`config.mk`:
```
export PLATFORM = sky130hd
export DESIGN_NAME = commut_reader
export DESIGN_NICKNAME = d
export VERILOG_FILES = /design/src/rtl/commut_pkg.sv /design/src/rtl/commut_bit_tick.sv /design/src/rtl/commut_reader.sv
export SDC_FILE = /design/constraint.sdc
export NUM_CORES = 1
export LEC_CHECK = 0
export CAP_MARGIN = 20
export CORE_MARGIN = 2
export CORE_UTILIZATION = 57
export CTS_BUF_LIST = sky130_fd_sc_hd__clkbuf_8 sky130_fd_sc_hd__clkbuf_16
export DETAILED_ROUTE_END_ITERATION = 8
export PLACE_DENSITY_LB_ADDON = 0.25
export SLEW_MARGIN = 5
export SYNTH_ARGS = -nofsm -noshare
export SYNTH_HDL_FRONTEND = slang
export SYNTH_HIERARCHICAL = 1
export SYNTH_SLANG_ARGS = --single-unit
export TNS_END_PERCENT = 30
```
`constraint.sdc`:
```
create_clock -name clk -period 3.5 [get_ports clk]
set_input_delay 0.875 -clock clk [delete_from_list [all_inputs] [get_ports clk]]
set_output_delay 0.875 -clock clk [all_outputs]
set_load 0.05 [all_outputs]
```
`src/rtl/commut_pkg.sv`:
```
// Shared definitions for the commutator frame buffer: default geometry,
// idle line level and the drain-side FSM state encoding.
package commut_pkg;

  localparam int   COMMUT_WORDS    = 20;
  localparam int   COMMUT_WIDTH    = 16;
  localparam int   COMMUT_ADR_W    = 5;
  localparam logic COMMUT_IDLE_LVL = 1'b1;

  typedef enum logic [3:0] {
    IDLE  = 4'd0,
    FETCH = 4'd1,
    LOAD  = 4'd2,
    START = 4'd3,
    DATA  = 4'd4,
    PAR   = 4'd5,
    STOP  = 4'd6,
    NEXT  = 4'd7,
    DONE  = 4'd8
  } rd_state_t;

endpackage

```
`src/rtl/commut_bit_tick.sv`:
```
// Serial bit-period divider. Counts DIV clk cycles and raises tick on the
// last one; clr restarts the count so each FSM state starts a fresh period.
module commut_bit_tick #(
  parameter int DIV = 4
) (
  input  logic clk,
  input  logic rst,
  input  logic clr,
  output logic tick
);

  localparam int CW = (DIV > 1) ? $clog2(DIV) : 1;

  logic [CW-1:0] r_cnt;
  logic          w_last;

  assign w_last = (r_cnt == CW'(DIV - 1));
  assign tick   = w_last;

  // Free-running modulo-DIV counter, restarted on every state entry
  always_ff @(posedge clk or negedge rst) begin
    if (!rst) begin
      r_cnt <= '0;
    end else if (clr || w_last) begin
      r_cnt <= '0;
    end else begin
      r_cnt <= r_cnt + CW'(1);
    end
  end

endmodule

```
`src/rtl/commut_reader.sv`:
```
// Commutator buffer drain: on a rising edge of full, reads words 0..WORDS-1
// and sends each MSB first between a start bit (0) and a stop bit (1).
// Optional build macro COMMUT_RD_PARITY_EN inserts an even-parity bit
// between the data bits and the stop bit.
module commut_reader
  import commut_pkg::*;
#(
  parameter int WORDS = COMMUT_WORDS,
  parameter int WIDTH = COMMUT_WIDTH,
  parameter int ADR_W = COMMUT_ADR_W,
  parameter int DIV   = 4
) (
  input  logic             clk,
  input  logic             rst,
  input  logic             full,
  input  logic [WIDTH-1:0] rdData,
  output logic [ADR_W-1:0] rdAdr,
  output logic             RE,
  output logic             sdo,
  output logic             busy,
  output logic             done,
  output logic             overrun
);

  localparam int BC_W = $clog2(WIDTH + 1);

  rd_state_t        r_state;
  rd_state_t        w_next;
  logic             r_full_q;
  logic             r_req;
  logic             r_pend;
  logic             r_ovr;
  logic [ADR_W-1:0] r_word_cnt;
  logic [BC_W-1:0]  r_bit_cnt;
  logic [WIDTH-1:0] r_shift;
`ifdef COMMUT_RD_PARITY_EN
  logic             r_par;
`endif
  logic             w_tick;
  logic             w_clr;
  logic             w_last_bit;
  logic             w_last_word;

  assign w_clr       = (w_next != r_state);
  assign w_last_bit  = (r_bit_cnt == BC_W'(WIDTH - 1));
  assign w_last_word = (r_word_cnt == ADR_W'(WORDS - 1));
  assign rdAdr       = r_word_cnt;
  assign overrun     = r_ovr;

  commut_bit_tick #(
    .DIV (DIV)
  ) u_tick (
    .clk  (clk),
    .rst  (rst),
    .clr  (w_clr),
    .tick (w_tick)
  );

  // Registered edge detector on full; a request is one cycle after the rise
  always_ff @(posedge clk or negedge rst) begin
    if (!rst) begin
      r_full_q <= 1'b0;
      r_req    <= 1'b0;
    end else begin
      r_full_q <= full;
      r_req    <= full & ~r_full_q;
    end
  end

  // One-deep pending request; a further request while pending flags overrun
  always_ff @(posedge clk or negedge rst) begin
    if (!rst) begin
      r_pend <= 1'b0;
      r_ovr  <= 1'b0;
    end else if (r_state == DONE) begin
      // DONE restarts on either source; one left over stays queued
      r_pend <= r_pend & r_req;
    end else if (r_req && (r_state != IDLE)) begin
      if (r_pend) begin
        r_ovr <= 1'b1;
      end else begin
        r_pend <= 1'b1;
      end
    end
  end

  // Word and bit counters; bit counter restarts with every state entry
  always_ff @(posedge clk or negedge rst) begin
    if (!rst) begin
      r_word_cnt <= '0;
      r_bit_cnt  <= '0;
    end else begin
      if ((r_state == IDLE) && r_req) begin
        r_word_cnt <= '0;
      end else if (r_state == NEXT) begin
        r_word_cnt <= w_last_word ? '0 : r_word_cnt + ADR_W'(1);
      end
      if (w_clr) begin
        r_bit_cnt <= '0;
      end else if ((r_state == DATA) && w_tick) begin
        r_bit_cnt <= r_bit_cnt + BC_W'(1);
      end
    end
  end

  // Word shift register and parity; pure data, no reset needed
  always_ff @(posedge clk) begin
    if (r_state == LOAD) begin
      r_shift <= rdData;
`ifdef COMMUT_RD_PARITY_EN
      r_par   <= ^rdData;
`endif
    end else if ((r_state == DATA) && w_tick) begin
      r_shift <= {r_shift[WIDTH-2:0], 1'b0};
    end
  end

  // FSM state register
  always_ff @(posedge clk or negedge rst) begin
    if (!rst) begin
      r_state <= IDLE;
    end else begin
      r_state <= w_next;
    end
  end

  // FSM next-state logic
  always_comb begin
    w_next = r_state;
    case (r_state)
      IDLE:  if (r_req) w_next = FETCH;
      FETCH: w_next = LOAD;
      LOAD:  w_next = START;
      START: if (w_tick) w_next = DATA;
      DATA: begin
        if (w_tick && w_last_bit) begin
`ifdef COMMUT_RD_PARITY_EN
          w_next = PAR;
`else
          w_next = STOP;
`endif
        end
      end
`ifdef COMMUT_RD_PARITY_EN
      PAR:   if (w_tick) w_next = STOP;
`endif
      STOP:  if (w_tick) w_next = NEXT;
      NEXT:  w_next = w_last_word ? DONE : FETCH;
      DONE:  w_next = (r_pend || r_req) ? FETCH : IDLE;
      default: w_next = IDLE;
    endcase
  end

  // FSM outputs decoded from the current state
  always_comb begin
    RE   = 1'b0;
    sdo  = COMMUT_IDLE_LVL;
    busy = 1'b1;
    done = 1'b0;
    case (r_state)
      IDLE:  busy = 1'b0;
      FETCH: RE   = 1'b1;
      START: sdo  = 1'b0;
      DATA:  sdo  = r_shift[WIDTH-1];
`ifdef COMMUT_RD_PARITY_EN
      PAR:   sdo  = r_par;
`endif
      DONE:  done = 1'b1;
      default: ;
    endcase
  end

endmodule

```
==> metrics.cfg, run 1 <==
[outcome]
outcome=finished clean

[floorplan]
die-area_sq_um=3780
ios=29
die_h_microns=61.5
fp.coreArea_sq_um=3100
die_w_microns=61.5
start_util_pct=60.7
std_cell_rows=20

[min_path]
min_path_type=reg -> reg
hold-path-cell-count=1
min_from=r_full_q
min_to=r_req

[cts]
post_cts_buffers=0
cts_buffer_depth=2
cts_buffers=5
clk_latency_ps=280
cts-hold-fix-buffers=0
cts_sinks=36
cts_tree=yes
path_clk_slew_ps=70
root_buffer=clkbuf_8
cts-resized-gates=0
cts_max_level=2

[synthesis]
synth-compound-area-share_pct=11.6
yosys.area_share.adder_pct=2.66
yosysWarningCount=6
synth-seq-area-share_pct=52.1
syn_avg_cell_area_sq_um=12.5
ys_types=50
synth_top_family_by_area=simple AND/OR/NAND/NOR gates
synth_edf_count=16
syn_inst=151
netlist_area_sq_um=1880
syn-num-nets=174
synth_xor_area_share_pct=0
synthArstFlopShare_pct=55.6
yosys_register_bits=36
synth_flop_cell=dfrtp_1
yosys.area_share.simple_pct=18.1
synth.area.mux_share_pct=11.1

[cells_and_area]
layout_common_cells=clkdlybuf4s50_1 (28), dfrtp_1 (20), edfxtp_1 (16), inv_1 (8), mux2_4 (8)
synthToLayoutAreaGrowth_pct=19.9
diodes=0
fin_nets=201
final_common_cell=clkdlybuf4s50_1
drive_gt1_share_pct=16.8

[routing]
drt-wirelength-per-cell_microns=14.5
routed_wl_microns=3240
drc=0
routed-via-count=1290
drt-pass1-iter-count=4
drtIter0Drc=39
vias_per_cell=5.78
drtAntennaViolNets=0

[timing]
final_hold_viol_count=0
rsz0062_at_grt=no
slew_headroom_pct=38.4
min_period_over_period_pct=90.5
setup_tns_ps=0
tightest_slew_ps=920
finalSetupViolCount=0
report.final.slew_viol_count=0
max_freq_mhz=316
post-route-min-period_ps=3170
fin_worst_skew_ps=6.99
timing.hold.ws_ps=402

[critical_path]
rr_endpoint=r_shift[7]
crit_type=reg -> out
required_ps=2620
worstPathCellList=or4_1 > clkdlybuf4s50_1
crit_fanout=17
regToRegSetupSlack_ps=1500
start_kind=register
cp-end-kind=primary output
reg2reg_from=r_state[3]
critPathMaxStageDelay_ps=760
reg2regPathDepth=5
critPathArrivalTime_ps=2290
crit_slowest_cell=clkdlybuf4s50_1

[power_and_ir_drop]
power.switching_uw=558
seq_power_share_pct=43.2
swShare_pct=35.8
p_int_uw=1000
comb_power_share_pct=39.3
clockPowerShare_pct=17.5
ir_drop_mv=0.420
powerDensity_nw_per_um2=691
leakage_uw=0.000870

[placed_design]
hpwl_microns=2250
place.gp.congestion=0.840
numPortBuffers=28

[grt]
grt_pass1_wl_microns=5370
grt_max_degree=21
antenna_found_initial=0
grt_use_total_pct=19.6
grt_pass1_vias=1244
grt_overflow_total=0

[run]
maxCapViolations=0

## final cells by class
class	instances	area, sq um
flip-flops and latches	36	981
fillers	223	845
multi-input cells	98	817
repair buffers	31	303
clock buffers	5	68.8
well taps	44	55.1
inverters	6	22.5
clock inverters	3	11.3
## power groups by stage
| stage | clock, uW | combinational [uW] | sequential, uW |
|---|---|---|---|
| final | 273 | 613 | 674 |
| after floorplan | 0 | 485 | 671 |
| after detailed placement | 0 | 622 | 678 |
| after global placement | 0 | 605 | 672 |
| after global routing | 302 | 660 | 689 |
| after CTS | 282 | 622 | 673 |
## sequential cells by signal, indices dropped and copies added, names as in the netlist
register,flops
r_state,4
u_tick/r_cnt,2
r_full_q,1
rdAdr,5
r_req,1
r_bit_cnt,5
r_pend,1
r_shift,16
overrun,1
## stage by stage
| stage | instance area [sq um] | cells | worst slack [ps] | total power (uW) | utilization (%) |
|---|---|---|---|---|---|
| 2_1_floorplan | 1880 | 151 | 198 | 1160 | - |
| 3_3_place_gp | 2180 | 215 | 676 | 1280 | 70.2 |
| 3_5_place_dp | 2180 | 215 | 641 | 1300 | 70.2 |
| 4_1_cts | 2260 | 223 | 327 | 1580 | 72.8 |
| 5_1_grt | 2260 | 223 | 232 | 1650 | 72.8 |
| 6_report | 2260 | 223 | 332 | 1560 | 72.8 |
## worst max-delay path, delay by kind of cell (launching register included)
kind	cells	cell delay [ps]
buffers and inverters	1	760
AND/OR/NAND/NOR	1	700
flip-flops	1	550
## synth_stat cells, types with 2 or more instances
cell / n / area, sq um
or4_1: 3 / 22.5
a22oi_1: 3 / 22.5
nand3_1: 4 / 20.0
nor2_1: 6 / 22.5
ha_1: 4 / 50.1
nand2_1: 6 / 22.5
or3_1: 3 / 18.8
nand3b_1: 2 / 15.0
nand4bb_1: 2 / 22.5
a21oi_1: 4 / 20.0
nor2b_1: 2 / 12.5
nor3b_1: 2 / 15.0
o21ai_1: 2 / 10.0
o211ai_1: 5 / 37.5
dfrtp_1: 20 / 500
and2_1: 2 / 12.5
o21bai_1: 2 / 15.0
nor4b_1: 2 / 17.5
edfxtp_1: 16 / 480
and3_1: 2 / 12.5
inv_1: 6 / 22.5
o31ai_1: 2 / 15.0
mux2_2: 7 / 78.8
buf_2: 5 / 25.0
mux2_4: 8 / 120
clkbuf_1: 3 / 11.3
buf_6: 2 / 22.5
o21ai_0: 4 / 20.0
## cells by family after synthesis
family          after synthesis
compound gates               30
fa+ha+maj                     4
buf+inv                      17
flops                        36
mux                          16
simple gates                 48
## routing by layer
layer / share of wire, % / GRT usage [%]
met5: 0 / 0
met3: 3.9 / 6.30
met4: 1.6 / 7.29
met1: 43 / 23.5
met2: 51 / 32.9
## worst max path at each step
stage / startpoint / cells past startpoint / endpoint / slack, ps
2_1_floorplan: r_state[3] / 3 / RE / 200
3_3_place_gp: r_state[0] / 2 / busy / 680
3_5_place_dp: r_state[0] / 2 / busy / 640
4_1_cts: r_state[0] / 2 / busy / 330
5_1_grt: r_state[3] / 3 / RE / 230
6_report: r_state[0] / 2 / busy / 330
Note: power is estimated with default switching activity, not from simulation.
==> run 2: changes to the inputs <==
--- a/config.mk
+++ b/config.mk
@@ -11,6 +11,7 @@
 export CTS_BUF_LIST = sky130_fd_sc_hd__clkbuf_8 sky130_fd_sc_hd__clkbuf_16
 export DETAILED_ROUTE_END_ITERATION = 8
 export PLACE_DENSITY_LB_ADDON = 0.25
+export REMOVE_ABC_BUFFERS = 1
 export SLEW_MARGIN = 5
 export SYNTH_ARGS = -nofsm -noshare
 export SYNTH_HDL_FRONTEND = slang
==> metrics.cfg, run 2 (synthesis results as in run 1) <==
[placed_design]
place.gp.congestion=0.785  ; -6.5%
hpwl_microns=2410  ; +7.3%
numPortBuffers=28  ; unchanged

[grt]
grt_max_degree=23  ; +9.5%
grt_overflow_total=0  ; unchanged
grt_use_total_pct=20.2  ; +0.64 points
antenna_found_initial=0  ; unchanged
grt_pass1_wl_microns=5460  ; +1.7%
grt_pass1_vias=1202  ; -3.4%

[routing]
drt-wirelength-per-cell_microns=15.0  ; +3.4%
vias_per_cell=5.67  ; -2.0%
routed_wl_microns=3350  ; +3.4%
drt-pass1-iter-count=4  ; unchanged
drc=0  ; unchanged
drtAntennaViolNets=0  ; unchanged
routed-via-count=1264  ; -2.0%
drtIter0Drc=42  ; +7.7%

[critical_path]
required_ps=2620  ; about the same
crit_type=reg -> out
cp-end-kind=primary output
path_delay_family=buffers and inverters
worstPathCellList=or4_1 > clkdlybuf4s50_1
critPathMaxStageDelay_ps=760  ; about the same
crit_slowest_cell=clkdlybuf4s50_1
crit_buf_inv=1  ; unchanged
start_kind=register
critPathArrivalTime_ps=2300  ; about the same
crit_fanout=17  ; unchanged

[timing]
tightest_slew_ps=887  ; -33.1 ps
setup_tns_ps=0  ; unchanged
slew_headroom_pct=40.7  ; +2.2 points
fin_worst_skew_ps=8.02  ; +1.03 ps
final_hold_viol_count=0  ; unchanged
post-route-min-period_ps=3180  ; +9.23 ps
finalSetupViolCount=0  ; unchanged
min_period_over_period_pct=90.8  ; +0.26 points
rsz0062_at_grt=no
max_freq_mhz=315  ; -0.29%
report.final.slew_viol_count=0  ; unchanged

[floorplan]
ios=29  ; unchanged
start_util_pct=60.7  ; unchanged
die_h_microns=61.5  ; unchanged
die_w_microns=61.5  ; unchanged
die-area_sq_um=3780  ; unchanged
fp.coreArea_sq_um=3100  ; unchanged
std_cell_rows=20  ; unchanged

[cts]
cts_buffer_depth=2  ; unchanged
root_buffer=clkbuf_8
clk_latency_ps=290  ; about the same
post_cts_buffers=0  ; unchanged
path_clk_slew_ps=70  ; about the same
cts_tree=yes
cts_buffers=5  ; unchanged
cts_max_level=2  ; unchanged
cts_sinks=36  ; unchanged
cts-hold-fix-buffers=0  ; unchanged
cts-resized-gates=0  ; unchanged

[cells_and_area]
synthToLayoutAreaGrowth_pct=20.3
largest_register_ffs=16  ; unchanged
layout_common_cells=clkdlybuf4s50_1 (28), dfrtp_1 (20), edfxtp_1 (16), mux2_4 (8)
fin_nets=201  ; unchanged
diodes=0  ; unchanged
drive_gt1_share_pct=17.9  ; +1.1 points
final_common_cell=clkdlybuf4s50_1
fill_cells=239  ; +7.2%
top_register=r_shift

[outcome]
outcome=finished clean

[power_and_ir_drop]
power.total_uw=1580  ; +1.3%
leakage_uw=0.000868  ; -0.30%
powerDensity_nw_per_um2=697  ; +0.91%
ir_drop_mv=0.401  ; -4.4%

[min_path]
min_path_type=reg -> reg

[run]
maxCapViolations=0  ; unchanged

[run 2: cell types whose count changed in the layout (fill, tap and decap cells not counted), sizes merged]
cell / delta
clkinvlp: +1
inv: -1
[run 2: through the flow]
step / cell area, sq um / cells / utilization [%] / worst slack [ps] / hold WS [ps]
after floorplan: 1820 / 140 / - / 368 / 378
after global placement: 2180 / 215 / 70.2 / 677 / 386
after detailed placement: 2180 / 215 / 70.2 / 644 / 420
after CTS: 2270 / 223 / 73.1 / 319 / 430
after global routing: 2270 / 223 / 73.1 / 215 / 444
final: 2270 / 223 / 73.1 / 323 / 421
[run 2: cell type report]
cell class | instances | area (sq um) | area share [%]
flip-flops and latches | 36 | 981 | 43.3
multi-input cells | 98 | 817 | 36.0
repair buffers | 31 | 303 | 13.4
clock buffers | 5 | 68.8 | 3.04
well taps | 44 | 55.1 | 2.43
inverters | 6 | 22.5 | 0.993
clock inverters | 3 | 20.0 | 0.883
[run 2: final timing paths]
path	startpoint	to	slack, ps	cells after the start
worst max-delay path	r_state[0]	busy	320	2
worst min-delay path	r_full_q	r_req	420	1
worst max register to register	r_state[0]	r_shift[0]	1250	4
worst min register to register	r_full_q	r_req	420	1
max in group asynchronous	rst	r_state[3]	1870	1
min in group asynchronous	rst	r_state[1]	1090	1
[run 2: metal layers]
layer / part of all wire [%] / GRT usage (%)
met1: 44 / 25.7
met2: 51 / 32.9
met3: 4.7 / 4.62
met4: 0.63 / 9.12
met5: 0 / 0
[run 2: power by group]
group | switching [uW] | total (uW) | internal (uW)
logic | 330 | 623 | 293
clock network | 148 | 286 | 138
registers | 94.5 | 672 | 578
total | 572 | 1580 | 1010
==> RTL edit, RTL diff (settings of run 1) <==
Encoding of `rd_state_t`: now one-hot (9 bits for 9 states).
--- a/src/rtl/commut_pkg.sv
+++ b/src/rtl/commut_pkg.sv
@@ -7,16 +7,16 @@
   localparam int   COMMUT_ADR_W    = 5;
   localparam logic COMMUT_IDLE_LVL = 1'b1;
 
-  typedef enum logic [3:0] {
-    IDLE  = 4'd0,
-    FETCH = 4'd1,
-    LOAD  = 4'd2,
-    START = 4'd3,
-    DATA  = 4'd4,
-    PAR   = 4'd5,
-    STOP  = 4'd6,
-    NEXT  = 4'd7,
-    DONE  = 4'd8
+  typedef enum logic [8:0] {
+    IDLE  = 9'b000000001,
+    FETCH = 9'b000000010,
+    LOAD  = 9'b000000100,
+    START = 9'b000001000,
+    DATA  = 9'b000010000,
+    PAR   = 9'b000100000,
+    STOP  = 9'b001000000,
+    NEXT  = 9'b010000000,
+    DONE  = 9'b100000000
   } rd_state_t;
 
 endpackage
Function: same outputs for any inputs over 10 cycles, from zero or initial values and one cycle with rst low; not proved beyond that.
==> RTL edit against run 1 <==
  * Worst setup slack worse by 43 ps
  * Clock skew is essentially flat
  * Sequential cell count is 5 higher
  * Cell area grew 14%
  * Area after synthesis grew 14%
  * Hold slack gained 9.3 ps
  * Routed wire length up 28%
  * Synthesized cell count is 27% higher
Power is not compared: it rests on default switching activity, and its combinational part moved more than twofold at a synthesized area within 25%.
==> RTL edit: results (changes against run 1) <==
status completed; vias in the first global route 1561 (+25%); Worst-Margin Slew 841 ps (-79.8 ps); All-Layer GR Usage 21.4% (+1.8 points); initial antenna violation count 0 (unchanged); final setup fails 0 (unchanged); largest net degree at the start of global routing 26 (+24%); first-pass GRT wire length 6900 microns (+29%); Post-synth EDFFs 16 (unchanged); filler instances 274 (+23%); CTS Buffer Depth 2 (unchanged); DR vias/cell 5.81 (+0.51%); Initial DRC Count 104 (+170%); max incr delay on CP 570 ps (-190 ps); Max Cap Viol 0 (unchanged); layout cells sized above 1 14.5% (-2.3 points); Setup Skew 6.81 ps (-0.182 ps); routability cong. 0.819 (-2.5%); Syn Nets 215 (+24%); dpl cell area 2470 sq um (+13%); Setup crit start r_state[4]; Final nets 243 (+21%); hold_sp r_full_q; Detailed Place HPWL 3020 microns (+34%); worst min path class reg2reg; CP max-delay cell or4_1; crit path max fanout 9 (-8); ys async rst share 61.0% (+5.4 points); register area share after synthesis 51.3% (-0.72 points); crit-path leading delay family simple AND/OR/NAND/NOR gates; WP data arrival 2340 ps (+50 ps); Total Routed Length 4150 microns (+28%); Area contributors post-synth dfrtp_1 (28%), edfxtp_1 (22%), mux2_4 (5.6%), mux2_2 (3.7%), o21ai_0 (3.0%); worst vdd ir 0.000256 V; synth unique cells 50 (unchanged); Post-synth top cells dfrtp_1 (24), edfxtp_1 (16), o21ai_0 (13)
==> RTL edit: per-layer routing <==
layer / track usage, % / share of wire, % / up-vias
met5: 0 / 0 / -
met4: 7.29 / 1.3 / 0
met3: 5.14 / 4.8 / 8
met2: 38.0 / 50 / 47
met1: 25.2 / 44 / 745
li1: - / - / 764
==> RTL edit: final timing paths <==
check,endpoint,slack (ps),cells after the start
worst min register to register,r_req,410,1
worst min-delay path,r_req,410,1
worst max register to register,r_shift[2],780,5
min in group asynchronous,rdAdr[2],940,2
max in group asynchronous,r_state[0],2260,2
worst max-delay path,sdo,290,4
==> RTL edit: logic make-up after synthesis <==
| group | Yosys count | share of synthesized area [%] |
|---|---|---|
| buffers and inverters | 18 | 4.23 |
| AO/OA/AOI/OAI | 35 | 10.3 |
| flip-flops | 41 | 51.3 |
| multiplexers | 16 | 9.69 |
| AND/OR/NAND/NOR | 73 | 20.4 |
| adder cells (fa/ha/maj) | 4 | 2.32 |
| other | 1 | 0.174 |
| XOR/XNOR | 4 | 1.62 |
==> RTL edit: cell type report <==
cell class | count | area [sq um] | share of cell area [%]
clock inverters | 3 | 37.5 | 1.46
clock buffers | 5 | 68.8 | 2.67
multi-input cells | 133 | 958 | 37.2
repair buffers | 33 | 319 | 12.4
well taps | 48 | 60.1 | 2.33
inverters | 6 | 22.5 | 0.875
flip-flops and latches | 41 | 1110 | 43.0
==> RTL edit: timing repair <==
item,in CTS,in global routing
pin swaps,0,0
gates resized for setup,1,1
endpoints found under the setup margin,1,1
==> RTL edit: metrics by stage <==
stage          worst slack [ps]  power [W]  utilization [%]  std cells
4_1_cts                     106   0.000990             70.2        269
3_5_place_dp                323   0.000622             67.4        261
3_3_place_gp                358   0.000618             67.4        261
6_report                    289   0.000977             70.3        269
2_1_floorplan               463   0.000577                -        192
5_1_grt                     135    0.00102             70.3        269
==> RTL edit: worst register-to-register path, delay by kind of cell, from the launching register on <==
family | cells | cell delay [ps]
buffers and inverters | 2 | 440
AOI/OAI and AO/OA | 1 | 210
and+or+nand+nor | 2 | 1300
DFF | 1 | 460
==> RTL edit: report_power, final <==
group	internal, W	switching [W]
clock network	0.000208	0.000157
registers	0.000509	0.0000131
logic	0.0000452	0.0000458
